`config.mk`:
```
export PLATFORM = sky130hd
export DESIGN_NAME = timer_cfg_seq
export DESIGN_NICKNAME = d
export VERILOG_FILES = /design/src/rtl/timer_cfg_seq.sv
export SDC_FILE = /design/constraint.sdc
export NUM_CORES = 1
export LEC_CHECK = 0
export CAP_MARGIN = 10
export CORE_ASPECT_RATIO = 0.9
export CORE_MARGIN = 4
export CORE_UTILIZATION = 45
export DETAILED_ROUTE_END_ITERATION = 16
export GPL_TIMING_DRIVEN = 0
export MAX_ROUTING_LAYER = met4
export PLACE_DENSITY = 0.81
export SYNTH_ARGS = -nofsm -noshare
export SYNTH_HDL_FRONTEND = slang
export SYNTH_SLANG_ARGS = --single-unit
```
`constraint.sdc`:
```
create_clock -name clk_i -period 4.8 [get_ports clk_i]
set_input_delay 0.72 -clock clk_i [delete_from_list [all_inputs] [get_ports clk_i]]
set_output_delay 0.72 -clock clk_i [all_outputs]
set_load 0.02 [all_outputs]
```
`src/rtl/timer_cfg_seq.sv`:
```
// rtl/timer_cfg_seq.sv - APB4 master that programs one timer and counts its overflow interrupts
module timer_cfg_seq #(
    parameter logic [31:0] BASE_ADDR = 32'h0000_0000,
    parameter int unsigned TMO_WIDTH = 24
) (
    input  logic                 clk_i,
    input  logic                 rst_i,
    input  logic                 req_valid_i,
    output logic                 req_ready_o,
    input  logic [19:0]          req_pscr_i,
    input  logic [31:0]          req_cmp_i,
    input  logic                 req_mode_i,
    input  logic                 req_etr_i,
    input  logic [7:0]           req_cnt_i,
    input  logic [TMO_WIDTH-1:0] req_tmo_i,
    input  logic                 abort_i,
    output logic                 done_o,
    output logic [1:0]           err_o,
    output logic                 busy_o,
    output logic [7:0]           ovf_seen_o,
    input  logic                 irq_i,
    output logic [31:0]          paddr_o,
    output logic                 psel_o,
    output logic                 penable_o,
    output logic                 pwrite_o,
    output logic [31:0]          pwdata_o,
    output logic [3:0]           pstrb_o,
    output logic [2:0]           pprot_o,
    input  logic [31:0]          prdata_i,
    input  logic                 pready_i,
    input  logic                 pslverr_i
);
    typedef enum logic [3:0] {
        S_IDLE, S_WR_DIS, S_WR_PSCR, S_WR_CMP, S_WR_EN,
        S_WAIT_IRQ, S_RD_STAT, S_WR_STOP, S_DONE
    } state_t;
    typedef enum logic [1:0] {PH_IDLE, PH_SETUP, PH_ACCESS, PH_GAP} phase_t;

    localparam logic [1:0] ERR_SLV   = 2'd1;
    localparam logic [1:0] ERR_TMO   = 2'd2;
    localparam logic [1:0] ERR_ABORT = 2'd3;

    state_t state_q, state_d;
    phase_t ph_q, ph_d;

    logic [19:0]          pscr_q;
    logic [31:0]          cmp_q;
    logic                 mode_q, etr_q;
    logic [7:0]           cnt_q, ovf_q;
    logic [TMO_WIDTH-1:0] tmo_q, tmo_cnt_q;
    logic [1:0]           err_q, err_set;
    logic                 abort_pend_q, irq_q;
    logic                 abort_any, irq_rise, tmo_hit, accept, enter_wait;
    logic [4:0]           addr_off;
    logic [31:0]          wdata_d;
    logic [19:0]          pscr_clamp;
    logic                 unused_prdata;

    assign unused_prdata = ^prdata_i[31:1];
    assign accept      = (state_q == S_IDLE) && req_valid_i;
    assign abort_any   = abort_i || abort_pend_q;
    assign irq_rise    = irq_i && !irq_q;
    assign tmo_hit     = (tmo_q != '0) && (tmo_cnt_q == TMO_WIDTH'(1));
    assign enter_wait  = (state_d == S_WAIT_IRQ) && (state_q != S_WAIT_IRQ);
    assign pscr_clamp  = (pscr_q < 20'd2) ? 20'd2 : pscr_q;

    assign req_ready_o = (state_q == S_IDLE);
    assign busy_o      = (state_q != S_IDLE);
    assign done_o      = (state_q == S_DONE);
    assign err_o       = err_q;
    assign ovf_seen_o  = ovf_q;
    assign pstrb_o     = 4'hF;
    assign pprot_o     = 3'b000;

    always_ff @(posedge clk_i or posedge rst_i) begin
        if (rst_i) begin
            state_q <= S_IDLE;
            ph_q    <= PH_IDLE;
        end else begin
            state_q <= state_d;
            ph_q    <= ph_d;
        end
    end

    // Transfer states run IDLE -> SETUP -> ACCESS -> GAP; the next state is chosen in GAP
    always_comb begin
        state_d = state_q;
        ph_d    = ph_q;
        err_set = 2'd0;
        case (state_q)
            S_IDLE: begin
                if (req_valid_i) begin
                    state_d = S_WR_DIS;
                    ph_d    = PH_IDLE;
                end
            end
            S_DONE: begin
                state_d = S_IDLE;
                ph_d    = PH_IDLE;
            end
            S_WAIT_IRQ: begin
                if (abort_any) begin
                    err_set = ERR_ABORT;
                    state_d = S_WR_STOP;
                    ph_d    = PH_IDLE;
                end else if (irq_rise) begin
                    state_d = S_RD_STAT;
                    ph_d    = PH_IDLE;
                end else if (tmo_hit) begin
                    err_set = ERR_TMO;
                    state_d = S_WR_STOP;
                    ph_d    = PH_IDLE;
                end
            end
            default: begin
                case (ph_q)
                    PH_IDLE: begin
                        if (abort_any && state_q != S_WR_STOP) begin
                            err_set = ERR_ABORT;
                            state_d = S_WR_STOP;
                        end else begin
                            ph_d = PH_SETUP;
                        end
                    end
                    PH_SETUP: ph_d = PH_ACCESS;
                    PH_ACCESS: begin
                        if (pready_i) begin
                            ph_d = PH_GAP;
                            if (pslverr_i) err_set = ERR_SLV;
                        end
                    end
                    default: begin
                        ph_d = PH_SETUP;
                        if (state_q == S_WR_STOP) begin
                            state_d = S_DONE;
                            ph_d    = PH_IDLE;
                        end else if (err_q != 2'd0 || abort_any) begin
                            if (abort_any) err_set = ERR_ABORT;
                            state_d = S_WR_STOP;
                        end else begin
                            case (state_q)
                                S_WR_DIS:  state_d = S_WR_PSCR;
                                S_WR_PSCR: state_d = S_WR_CMP;
                                S_WR_CMP:  state_d = S_WR_EN;
                                S_WR_EN: begin
                                    state_d = (cnt_q == 8'd0) ? S_DONE : S_WAIT_IRQ;
                                    ph_d    = PH_IDLE;
                                end
                                S_RD_STAT: begin
                                    if (ovf_q == cnt_q) begin
                                        state_d = S_WR_STOP;
                                    end else begin
                                        state_d = S_WAIT_IRQ;
                                        ph_d    = PH_IDLE;
                                    end
                                end
                                default: ;
                            endcase
                        end
                    end
                endcase
            end
        endcase
    end

    always_comb begin
        addr_off = 5'h00;
        wdata_d  = 32'd0;
        case (state_d)
            S_WR_PSCR: begin addr_off = 5'h04; wdata_d = {12'd0, pscr_clamp}; end
            S_WR_CMP:  begin addr_off = 5'h0C; wdata_d = cmp_q; end
            S_WR_EN:   begin addr_off = 5'h00; wdata_d = {28'd0, mode_q, 1'b1, etr_q, cnt_q != 8'd0}; end
            S_RD_STAT: begin addr_off = 5'h10; end
            default: ;
        endcase
    end

    always_ff @(posedge clk_i or posedge rst_i) begin
        if (rst_i) begin
            psel_o    <= 1'b0;
            penable_o <= 1'b0;
            pwrite_o  <= 1'b0;
            paddr_o   <= 32'd0;
            pwdata_o  <= 32'd0;
        end else begin
            psel_o    <= (ph_d == PH_SETUP) || (ph_d == PH_ACCESS);
            penable_o <= (ph_d == PH_ACCESS);
            if (ph_d == PH_SETUP) begin
                paddr_o  <= BASE_ADDR + {27'd0, addr_off};
                pwdata_o <= wdata_d;
                pwrite_o <= (state_d != S_RD_STAT);
            end
        end
    end

    always_ff @(posedge clk_i or posedge rst_i) begin
        if (rst_i) begin
            pscr_q       <= 20'd0;
            cmp_q        <= 32'd0;
            mode_q       <= 1'b0;
            etr_q        <= 1'b0;
            cnt_q        <= 8'd0;
            tmo_q        <= '0;
            tmo_cnt_q    <= '0;
            ovf_q        <= 8'd0;
            err_q        <= 2'd0;
            abort_pend_q <= 1'b0;
            irq_q        <= 1'b0;
        end else if (accept) begin
            pscr_q       <= req_pscr_i;
            cmp_q        <= req_cmp_i;
            mode_q       <= req_mode_i;
            etr_q        <= req_etr_i;
            cnt_q        <= req_cnt_i;
            tmo_q        <= req_tmo_i;
            ovf_q        <= 8'd0;
            err_q        <= 2'd0;
            abort_pend_q <= 1'b0;
            irq_q        <= irq_i;
        end else begin
            // First recorded error wins
            if (err_set != 2'd0 && err_q == 2'd0) err_q <= err_set;
            if (abort_i && state_q != S_IDLE && state_q != S_DONE) abort_pend_q <= 1'b1;
            if (state_q == S_RD_STAT && ph_q == PH_ACCESS && pready_i && !pslverr_i && prdata_i[0])
                ovf_q <= ovf_q + 8'd1;
            irq_q <= enter_wait ? 1'b0 : irq_i;
            if (enter_wait)
                tmo_cnt_q <= tmo_q;
            else if (state_q == S_WAIT_IRQ && tmo_cnt_q != '0)
                tmo_cnt_q <= tmo_cnt_q - TMO_WIDTH'(1);
        end
    end
endmodule

```
Yosys cells after proc, flatten, opt, wreduce, memory -nomap -nowiden
Cells that the tools add are included.
{"block": "totals", "ff_bits": 168, "inputBits": 125, "out_inout_bits": 87, "elab_cells": 128}
{"block": "classes", "addsub": 2, "magnitude_cmp": 1, "eq_ne": 23, "n_mux": 48, "n_bitwise": 1, "n_reduce_logical": 35}
{"operator": "one-hot mux 32 bit (3 select lines)", "n": 1}
{"operator": "two-way mux 24 bit", "n": 2}
{"operator": "nonzero test 24 bit", "n": 2}
{"operator": "two-way mux 2 bit", "n": 16}
{"operator": "two-way mux 4 bit", "n": 8}
{"operator": "equality test 4 x 3 -> 1 bit (second input constant)", "n": 7}
{"operator": "equality test 24 x 1 -> 1 bit (second input constant)", "n": 1}
{"operator": "subtractor 24 x 1 -> 24 bit (second input constant)", "n": 1}
{"operator": "less-than comparator 20 x 2 -> 1 bit (second input constant)", "n": 1}
{"operator": "two-way mux 20 bit", "n": 1}
{"operator": "one-hot mux 4 bit (5 select lines)", "n": 1}
{"operator": "one-hot mux 2 bit (3 select lines)", "n": 3}
{"operator": "equality test 4 x 2 -> 1 bit (second input constant)", "n": 4}
{"operator": "two-way mux 8 bit", "n": 2}
{"operator": "one-hot mux 5 bit (3 select lines)", "n": 1}
{"operator": "logical AND 1 bit", "n": 13}
{"operator": "!= test 4 x 3 -> 1 bit (second input constant)", "n": 3}
{"operator": "one-hot mux 4 bit (3 select lines)", "n": 1}
{"operator": "nonzero test 2 bit", "n": 6}
{"operator": "two-way mux 1 bit", "n": 9}
{"operator": "adder 8 x 1 -> 8 bit (second input constant)", "n": 1}
{"operator": "equality test 8 bit", "n": 1}
{"operator": "zero test 8 bit", "n": 1}
{"operator": "one-hot mux 4 bit (2 select lines)", "n": 1}
{"operator": "other kinds (16)", "n": 23}

Longest topological paths before layout
{"block": "depth", "depth_word": 11, "depth_mapped": 13, "mapped_depth_nobuf": 12}

Worst setup path before layout
No wires, ideal clock.
{"block": "synth_timing", "path_kind": "register to register", "from": "register tmo_cnt_q[14]", "to": "register pwdata_o[16]", "setup_time_ns": 0.078, "t_arrival_ns": 2.777, "t_required_ns": 4.722, "setup_slack_ns": 1.945, "path_stages_with_launch": 13, "path_buffers": 1, "period_less_slack_ns": 2.855, "cell_sequence": "dfrtp_1 > nor4_2 > nand3_1 > a2111oi_0 > o32ai_1 > a22o_1 > inv_1 > ha_1 > inv_1 > nor2_1 > o211ai_2 > buf_2 > o2bb2ai_1"}
{"block": "synth_between", "word_cells_on_any_way": 15, "classes_between": "5 x eq/ne; 9 x mux; 1 x reduce/logical"}
{"item": "from (decl)", "line": "50", "text": "logic [TMO_WIDTH-1:0] tmo_q, tmo_cnt_q;"}
{"item": "from (signal assigned)", "line": "228", "text": "tmo_cnt_q <= tmo_q;"}
{"item": "from (signal assigned)", "line": "230", "text": "tmo_cnt_q <= tmo_cnt_q - TMO_WIDTH'(1);"}
{"item": "equality test 24 x 1 -> 1 bit", "line": "63", "text": "assign tmo_hit = (tmo_q != '0) && (tmo_cnt_q == TMO_WIDTH'(1));"}
{"item": "logical AND 1 bit", "line": "63"}
{"item": "two-way mux 2 bit", "line": "109", "text": "end else if (tmo_hit) begin"}
{"item": "two-way mux 2 bit", "line": "106", "text": "end else if (irq_rise) begin"}
{"item": "two-way mux 2 bit", "line": "102", "text": "if (abort_any) begin"}
{"item": "one-hot mux 2 bit (3 select lines)", "line": "90", "text": "case (state_q)"}
{"item": "named net ph_d[1]", "line": "44", "text": "phase_t ph_q, ph_d;"}
{"item": "equality test 2 x 1 -> 1 bit", "line": "188", "text": "if (ph_d == PH_SETUP) begin"}
{"item": "to (signal assigned)", "line": "190", "text": "pwdata_o <= wdata_d;"}
{"item": "to (decl)", "line": "26", "text": "output logic [31:0] pwdata_o,"}
The timed path passes the listed nets, and every way through them passes these cells.
A chain may end at the register's enable or synchronous reset.

Final worst setup path
{"block": "layout_timing", "from": "register tmo_q[0]", "to": "register paddr_o[2]"}
{"block": "layout_between", "word_cells_on_any_way": 15, "classes_between": "4 x eq/ne; 9 x mux; 2 x reduce/logical"}
{"item": "from (decl)", "line": "50"}
{"item": "from (signal assigned)", "line": "215", "text": "tmo_q <= req_tmo_i;"}
{"item": "nonzero test 24 bit", "line": "63"}
{"item": "logical AND 1 bit", "line": "63"}
{"item": "two-way mux 2 bit", "line": "109"}
{"item": "two-way mux 2 bit", "line": "106"}
{"item": "two-way mux 2 bit", "line": "102"}
{"item": "one-hot mux 2 bit (3 select lines)", "line": "90"}
{"item": "named net ph_d[1]", "line": "44"}
{"item": "equality test 2 x 1 -> 1 bit", "line": "188"}
{"item": "to (signal assigned)", "line": "189", "text": "paddr_o <= BASE_ADDR + {27'd0, addr_off};"}
{"item": "to (decl)", "line": "22", "text": "output logic [31:0] paddr_o,"}
The timed path passes the listed nets, and every way through them passes these cells.

==> impl_metrics.yaml <==
power:
  p_leak_nw: 5.06
  p_int_w: 0.00425
  pwr-share-clk_pct: 20.6
  p_seq_share_pct: 34.3
  power.density_nw_per_um2: 652
  combPwrFrac_pct: 45.0
  switching_share_pct: 39.3
  p_sw_w: 0.00275
  peakVddDrop_mv: 0.412
drt:
  met3_length_mm: 1.11
  routed_wl_mm: 21.6
  wl_met1_mm: 9.59
  via_per_inst: 5.11
  dr_total_vias: 6663
  drtAntennaViolNets: 0
  dr.max_layer_used: "met4"
  wl_met2_mm: 10.6
  drcViolationCount: 0
  drt_iter0_drc: 414
  dr.pass1.iters: 5
  routedWlPerCell_um: 16.6
timing:
  fin_skew_ns: 0.0109
  rsz0062_at_grt: "no"
  setup_tns_ns: 0
  max_freq_mhz: 279
  setup_slack_ns: 1.22
  setup_viol_count_final: 0
  fin_crit_sh_pct: 74.6
  timing.max_slew.rel_slack_pct: 50.6
  fin_crit_ns: 3.58
  hold_violations: 0
  slew_viol_final: 0
  worstMarginPinSlew_ns: 0.741
placed_design:
  portBuffers: 144
  hpwl_mm: 16.2
  place_inst: 1272
  gp_congestion: 0.907
  dp_slack_ns: 0.844
layout:
  nFillCells: 1508
  final_nets: 1186
  diodes: 0
  drive_gt1_share_pct: 11.6
  areaGrowthSynthToFinish_pct: 31.8
  fin_cells: 1305
global_routing:
  grtUsageTotal_pct: 22.4
  overflow: 0
  grt_max_degree: 44
  grt_pass1_vias: 6640
  antenna_found_initial: 0
  grt_pass1_wl_mm: 34.8
synthesis:
  syn_area_per_cell_um2: 9.58
  synth_edf_count: 0
  syn_area_um2: 8140
  syn_inst: 850
  synth_cell_type_count: 66
  ys_ff_latch: 166
  async_reset_ff_share_pct: 100
  ys_warn_count: 0
  synth_top_flop_cell: "dfrtp_1"
  yosysSeqAreaShare_pct: 51.0
clocking:
  clock_sinks: 166
  htreeDepth: 4
  holdBufCountCts: 0
  clk_pin_slew_ns: 0.07
  clk_path_buf_depth: 2
  cts_setup_buffers: 0
  cts_buffers: 17
  clockRootBuffer: "clkbuf_16"
  cts_resized: 0
  cts_tree: "done"
  insertion_delay_ns: 0.42
worst_setup_path:
  critPathMaxStageDelay_ns: 0.54
  critPathCaptureType: "flip-flop"
  required_ns: 5.09
  crit_slowest_cell: "o32ai_1"
  cp_max_fo: 10
  crit_buf_inv: 4
  cp.arrival_ns: 3.87
  startpoint_type: "flip-flop"
  crit_top_cell: "inv_1"
  worstPathCellList: "nor4_1 -> and4_1 -> a2111oi_0 -> clkbuf_2 -> o32ai_1 -> a22o_1 -> inv_1 -> ha_1 -> inv_1 -> nor2_1 -> o211ai_2 -> buf_2 -> o21ai_0"
  critical_path_class: "flip-flop to flip-flop"
  crit_family: "compound AO/OA/AOI/OAI gates"
run:
  maxCapViolCount: 0
floorplan:
  start_util_pct: 46.1
  die_x_um: 150
  ios: 212
  rows: 46
  placeableCoreArea_um2: 17700
  die_y_um: 136
  die-area_um2: 20300
status:
  outcome: "finished clean"
hold_path:
  hp-class: "flip-flop to flip-flop"
final timing paths:
check | cells past startpoint | start | slack [ns] | end
hold / removal | 2 | cmp_q[12] | 0.48 | cmp_q[12]
max in group asynchronous | 5 | rst_i | 3.03 | tmo_q[9]
setup / recovery | 13 | tmo_q[0] | 1.22 | paddr_o[2]
min in group asynchronous | 2 | rst_i | 0.70 | pwdata_o[28]
setup reg to reg | 13 | tmo_q[0] | 1.22 | paddr_o[2]
hold reg to reg | 2 | cmp_q[12] | 0.48 | cmp_q[12]
kinds of logic (layout without fill, tap and decap cells):
family | after synthesis | after routing | share of synthesized area (%)
xor+xnor | 38 | 38 | 4.09
compound gates | 101 | 101 | 9.70
other cells | 2 | 36 | 0.0922
simple gates | 408 | 408 | 22.5
flops | 166 | 166 | 51.0
mux | 28 | 28 | 4.69
fa+ha+maj | 9 | 9 | 1.38
buf+inv | 98 | 279 | 6.55
worst min-delay path, delay by kind of cell, from the launching register on:
kind             cells  cell delay [ns]
flip-flops           1             0.34
AND/OR/NAND/NOR      2             0.10
state kept, by name (all words and copies together) (netlist names):
signal and cells:
pscr_q 20, irq_q 1, err_o 2, psel_o 1, state_q 4, paddr_o 3, pwrite_o 1, ph_q 2
abort_pend_q 1, tmo_q 24, ovf_seen_o 8, cnt_q 8, etr_q 1, tmo_cnt_q 24, pwdata_o 32, mode_q 1
cmp_q 32, penable_o 1
cells in the mapped netlist (14+ instances only):
cell type  instances  area share [%]
xnor2_1           21             2.3
mux2_4            19             3.5
o2bb2ai_1         30             3.2
clkbuf_1          26             1.2
o21ai_0           17             1.0
buf_4             37             3.4
dfrtp_1          166              51
nor2_1            30             1.4
xor2_1            17             1.8
nor4_1            14             1.1
a22oi_1           16             1.5
inv_1             21            0.97
nand2_1          285              13
metal layers:
| layer | global-route usage (%) | up-vias |
|---|---|---|
| li1 | - | 3200 |
| met1 | 30.2 | 3240 |
| met2 | 36.0 | 198 |
| met3 | 3.51 | 25 |
| met4 | 5.89 | 0 |
| met5 | - | - |
power groups by stage:
| stage | registers [W] | logic (W) | clock network (W) |
|---|---|---|---|
| floorplan | 0.00245 | 0.00208 | 0 |
| global placement | 0.00239 | 0.00304 | 0 |
| detailed placement | 0.00241 | 0.00313 | 0 |
| CTS | 0.00240 | 0.00316 | 0.00146 |
| global route | 0.00247 | 0.00343 | 0.00153 |
| finish | 0.00240 | 0.00315 | 0.00144 |
final cells by class:
cell class	instances	area, um^2	area share (%)
Sequential cell	166	4150	38.7
Clock buffer	18	429	4.00
Timing Repair Buffer	149	1530	14.3
Buffer	76	450	4.20
Tap cell	240	300	2.80
Multi-Input combinational cell	620	3580	33.4
Inverter	22	86.3	0.804
Clock inverter	14	198	1.84
cells in the final DEF (no fill, tap or decap), types with 4 or more instances in the layout:
master / synthesis / layout
and4_1: 4 / 4
or4_1: 4 / 4
o21ai_0: 17 / 17
mux2i_1: 4 / 4
inv_1: 21 / 20
buf_2: 9 / 9
clkdlybuf4s50_1: 0 / 144
xor2_1: 17 / 17
ha_1: 9 / 9
dfrtp_1: 166 / 166
xnor2_1: 21 / 21
o2bb2ai_1: 30 / 30
a22oi_1: 16 / 16
buf_4: 37 / 37
nand4b_1: 5 / 5
o21a_1: 4 / 4
nand2_1: 285 / 285
nor3_1: 12 / 12
a21oi_1: 7 / 7
o221ai_1: 4 / 4
nand4_1: 10 / 10
bufinv_16: 0 / 4
nor2b_1: 5 / 5
nand3_1: 11 / 11
clkbuf_16: 0 / 17
clkbuf_1: 26 / 27
and2_1: 4 / 4
nor2_1: 30 / 30
nor4_1: 14 / 14
mux2_4: 19 / 19
conb_1: 2 / 36
per-stage QoR:
step | hold WS, ns | utilization (%) | total power [W] | area [um^2]
2_1_floorplan | 0.445 | - | 0.00453 | 8270
3_3_place_gp | 0.457 | 56.7 | 0.00543 | 10000
3_5_place_dp | 0.462 | 57.2 | 0.00554 | 10100
4_1_cts | 0.479 | 60.7 | 0.00701 | 10700
5_1_grt | 0.494 | 60.8 | 0.00743 | 10700
6_report | 0.476 | 60.8 | 0.00700 | 10700
No activity file was read; power rests on OpenSTA's default activity.
==> RTL edit 1 (config.mk and constraints unchanged) <==
Set the parameter `TMO_WIDTH` to 16 (it was 24).
--- a/src/rtl/timer_cfg_seq.sv
+++ b/src/rtl/timer_cfg_seq.sv
@@ -3,3 +3,3 @@
     parameter logic [31:0] BASE_ADDR = 32'h0000_0000,
-    parameter int unsigned TMO_WIDTH = 24
+    parameter int unsigned TMO_WIDTH = 16
 ) (
Interface: changed (resized req_tmo_i); port bits go from 212 to 204. The function was not compared with the original's and may differ.
==> RTL edit 1 against the unedited design <==
- utilization up 0.80 points
- final area fell by 10%
- final cell count fell by 23%
- sequential cell count is 16 lower
- synthesized area down 11%
- highest routed layer unchanged
- largest power group unchanged
- power decreased by 6.7%
- worst setup slack got worse by 250 ps
- wire length is 20% lower
- clock skew is essentially flat
- largest cell class unchanged
==> RTL edit 1: results (changes against the unedited design) <==
First-pass GRT wire length -> 27600 microns (-21%)
Top cells by area, synth -> dfrtp_1 (52%), mux2_2 (14%), buf_4 (3.8%), mux2i_1 (2.6%), a21o_1 (2.2%)
Total global-route track usage -> 0.198 (-0.0263)
CP max FO -> 10 (unchanged)
Hold/Removal Path Class -> flip-flop to flip-flop
Hpwl dp -> 12500 microns (-23%)
Clk_lat worst skew -> 430 ps
Worst slew margin -> 0.506 (about the same)
Final antenna diode count -> 0 (unchanged)
Outcome -> finished, final reports clean
Post-CTS setup buffers -> 0 (unchanged)
Initial antenna violation count -> 0 (unchanged)
NumNets Final -> 918 (-23%)
Max VDD drop -> 372 uV (-9.7%)
Share of layout cells above drive strength 1 -> 0.239 (+0.122)
CTS-repair resized insts -> 0 (unchanged)
DR iter-0 viols -> 187 (-55%)
Maximum level of the CTS H-tree -> 4 (unchanged)
Largest net degree at the start of global routing -> 84 (+91%)
IO Port Bufs -> 136 (-5.6%)
Syn. warnings -> 0 (unchanged)
CTS root buffer -> clkbuf_16
Internal Power -> 4.05 mW (-4.7%)
GP Congestion -> 0.868 (-4.4%)
DR vias/cell -> 5.22 (+2.2%)
Vias in the first global route -> 5367 (-19%)
Drt first pass iters -> 5 (unchanged)
Number of synthesized flops with an enable pin -> 0 (unchanged)
CTS Buffer Depth -> 2 (unchanged)
Post-synth cell types -> 60 (-9.1%)
Static Leakage -> 4.41 nW (-13%)
Ys async rst share -> 1.00 (unchanged)
Clock slew at reported path FFs -> 60 ps
Register area share after synthesis -> 0.516 (+0.00603)
TritonCTS Buffers -> 17 (unchanged)
Post-synth top cells -> dfrtp_1 (150), mux2_2 (90), buf_4 (37), nor2_1 (37)
Filler Cell Count -> 1296 (-14%)
Final Skew -> 10.5 ps (-0.360 ps)
WL/cell -> 17.1 microns (+3.2%)
Arrival @ worst endpoint -> 4170 ps (+300 ps)
Largest regs -> cmp_q x32, pwdata_o x32, pscr_q x20
RTL edit 1: cell families (layout without fill, tap and decap cells):
group,after synthesis,in the layout,synth area share
muxes,114,114,0.173
buffers and inverters,78,246,0.0635
adders and majority gates,9,9,0.0155
other,2,36,0.00103
xor gates and xnor gates,30,30,0.0361
AOI/OAI and AO/OA,79,79,0.0879
DFF,150,150,0.516
and+or+nand+nor,140,140,0.107
RTL edit 1: worst max-delay path, cell delays in order:
cell	delay, ps
clkdlybuf4s50_1	510
nor2_1	360
nand2_1	210
o32ai_1	380
a22o_1	250
inv_1	60
ha_1	290
inv_1	230
clkbuf_1	420
clkbuf_1	530
nand2_1	100
o211ai_1	100
RTL edit 1: power by group through the flow:
stage | Clock, mW | Combinational [mW] | Sequential, mW
floorplan | 0 | 2.07 | 2.23
global placement | 0 | 2.91 | 2.20
detailed placement | 0 | 2.97 | 2.23
CTS | 1.38 | 3.00 | 2.22
global route | 1.45 | 3.25 | 2.29
finish | 1.36 | 2.96 | 2.21
RTL edit 1: final cells by class:
class / count / area [sq um] / area share
Tap cell: 202 / 253 / 0.0262
Timing Repair Buffer: 137 / 1390 / 0.144
Sequential cell: 150 / 3750 / 0.390
Buffer: 62 / 402 / 0.0417
Clock inverter: 9 / 126 / 0.0131
Multi-Input combinational cell: 408 / 3180 / 0.330
Inverter: 16 / 65.1 / 0.00675
Clock buffer: 22 / 464 / 0.0482
RTL edit 1: layer usage:
| metal | vias up | GRT usage | wire (microns) |
|---|---|---|---|
| li1 | 2479 | - | - |
| met1 | 2589 | 0.265 | 7810 |
| met2 | 161 | 0.305 | 8240 |
| met3 | 18 | 0.0401 | 927 |
| met4 | 0 | 0.0632 | 213 |
| met5 | - | - | 0 |
RTL edit 1: per-stage QoR:
step	power [mW]	instances	setup slack (ps)	instance area [sq um]	setup TNS (ps)
CTS	6.59	1006	908	9640	0
detailed placement	5.20	975	546	9050	0
global route	6.98	1006	673	9640	0
finish	6.53	1006	970	9640	0
global placement	5.11	974	-2040	9010	-303720
floorplan	4.30	636	43.6	7400	0
RTL edit 1: worst paths after layout:
kind                       depth (start not counted)    startpoint  slack, ps     endpoint
max                                               12       abort_i        970  pwdata_o[3]
min                                                1   pwdata_o[6]        480  pwdata_o[6]
max reg2reg                                       13  tmo_cnt_q[6]        980  pwdata_o[3]
min reg2reg                                        1   pwdata_o[6]        480  pwdata_o[6]
max in group asynchronous                          3         rst_i       3180     cmp_q[0]
min in group asynchronous                          2         rst_i        770    tmo_q[13]
==> RTL edit 2 (same flow settings) <==
Without the edit above. The 9 states of `state_t` get a one-hot encoding in 9 bits.
--- a/src/rtl/timer_cfg_seq.sv
+++ b/src/rtl/timer_cfg_seq.sv
@@ -32,5 +32,5 @@
 );
-    typedef enum logic [3:0] {
-        S_IDLE, S_WR_DIS, S_WR_PSCR, S_WR_CMP, S_WR_EN,
-        S_WAIT_IRQ, S_RD_STAT, S_WR_STOP, S_DONE
+    typedef enum logic [8:0] {
+        S_IDLE = 9'b000000001, S_WR_DIS = 9'b000000010, S_WR_PSCR = 9'b000000100, S_WR_CMP = 9'b000001000, S_WR_EN = 9'b000010000,
+        S_WAIT_IRQ = 9'b000100000, S_RD_STAT = 9'b001000000, S_WR_STOP = 9'b010000000, S_DONE = 9'b100000000
     } state_t;
Check against the original RTL: no difference found for any inputs over 10 cycles, from zero or initial values and one cycle with rst_i high; not proved beyond that.
==> RTL edit 2 against the unedited design <==
- worst setup slack got worse by 660 ps
- critical endpoint is now pwdata_o[6]
- final area rose by 3.3%
- non-clock buffer count up 9
- sequential cell count up 5
- highest routed layer unchanged
- power decreased by 24%
- synthesized area is 4.7% higher
- global-route usage fell by 0.69 points
- wire length increased by 4.2%
- first-iteration DRC count up 75%
==> RTL edit 2: results (changes against the unedited design) <==
Arrival @ worst endpoint -> 4540 ps (+670 ps)
Hold Crit Endpoint -> cmp_q[23]
Via Count -> 7388 (+11%)
GR met2 Demand/Resource -> 0.335 (-0.0246)
Placed Cells -> 1360 (+6.9%)
Share of layout cells above drive strength 1 -> 0.0960 (-0.0204)
Final Skew -> 6.30 ps (-4.57 ps)
Placed inst area -> 10500 sq um (+3.8%)
Top delay family on crit path -> simple AND/OR/NAND/NOR gates
Met3 GRT Util -> 0.0446 (+0.00949)
Comb power -> 1.75 mW (-44%)
Post-synth top cells -> nand2_1 (283), dfrtp_1 (170), nor2_1 (58)
Complex-gate fraction of the synthesized area -> 0.134 (+0.0368)
WL/cell -> 16.2 microns (-2.3%)
Hpwl dp -> 16400 microns (+1.1%)
Post-Synth XOR/XNOR Area -> 0.0390 (-0.00185)
Routed WL -> 22500 microns (+4.2%)
CP peak stage delay -> 580 ps (+40 ps)
Crit path max-delay cell type -> or4_1
Setup WS post-layout -> 561 ps (-656 ps)
Outcome -> finished, final reports clean
Top cells by area, synth -> dfrtp_1 (50%), nand2_1 (12%), buf_4 (3.3%), nor2_1 (2.6%), xnor2_1 (2.2%)
Minimum hold slack -> 479 ps (+2.89 ps)
First-pass GRT wire length -> 37000 microns (+6.2%)
Sw frac -> 0.380 (-0.0124)
Worst R2R End -> pwdata_o[6]
RTL edit 2: kinds of logic after synthesis:
logic type	after synthesis
buffers and inverters	104
muxes	1
xor gates and xnor gates	38
and+or+nand+nor	460
DFF	171
other	2
adders and majority gates	9
AOI/OAI and AO/OA	148
RTL edit 2: cell type report:
cell class / count / area [sq um]
buffer: 86 / 520
sequential: 171 / 4280
timing repair buffer: 148 / 1520
clock buffer: 18 / 429
multi-input combinational: 692 / 3790
fill: 1616 / 7440
antenna: 1 / 2.50
tap: 245 / 307
inverter: 18 / 71.3
clock inverter: 13 / 166
RTL edit 2: per-layer routing:
| layer | part of all wire | vias up | wire length (microns) |
|---|---|---|---|
| li1 | - | 3522 | - |
| met1 | 0.45 | 3592 | 10200 |
| met2 | 0.48 | 244 | 10700 |
| met3 | 0.056 | 30 | 1270 |
| met4 | 0.016 | 0 | 358 |
| met5 | 0 | - | 0 |
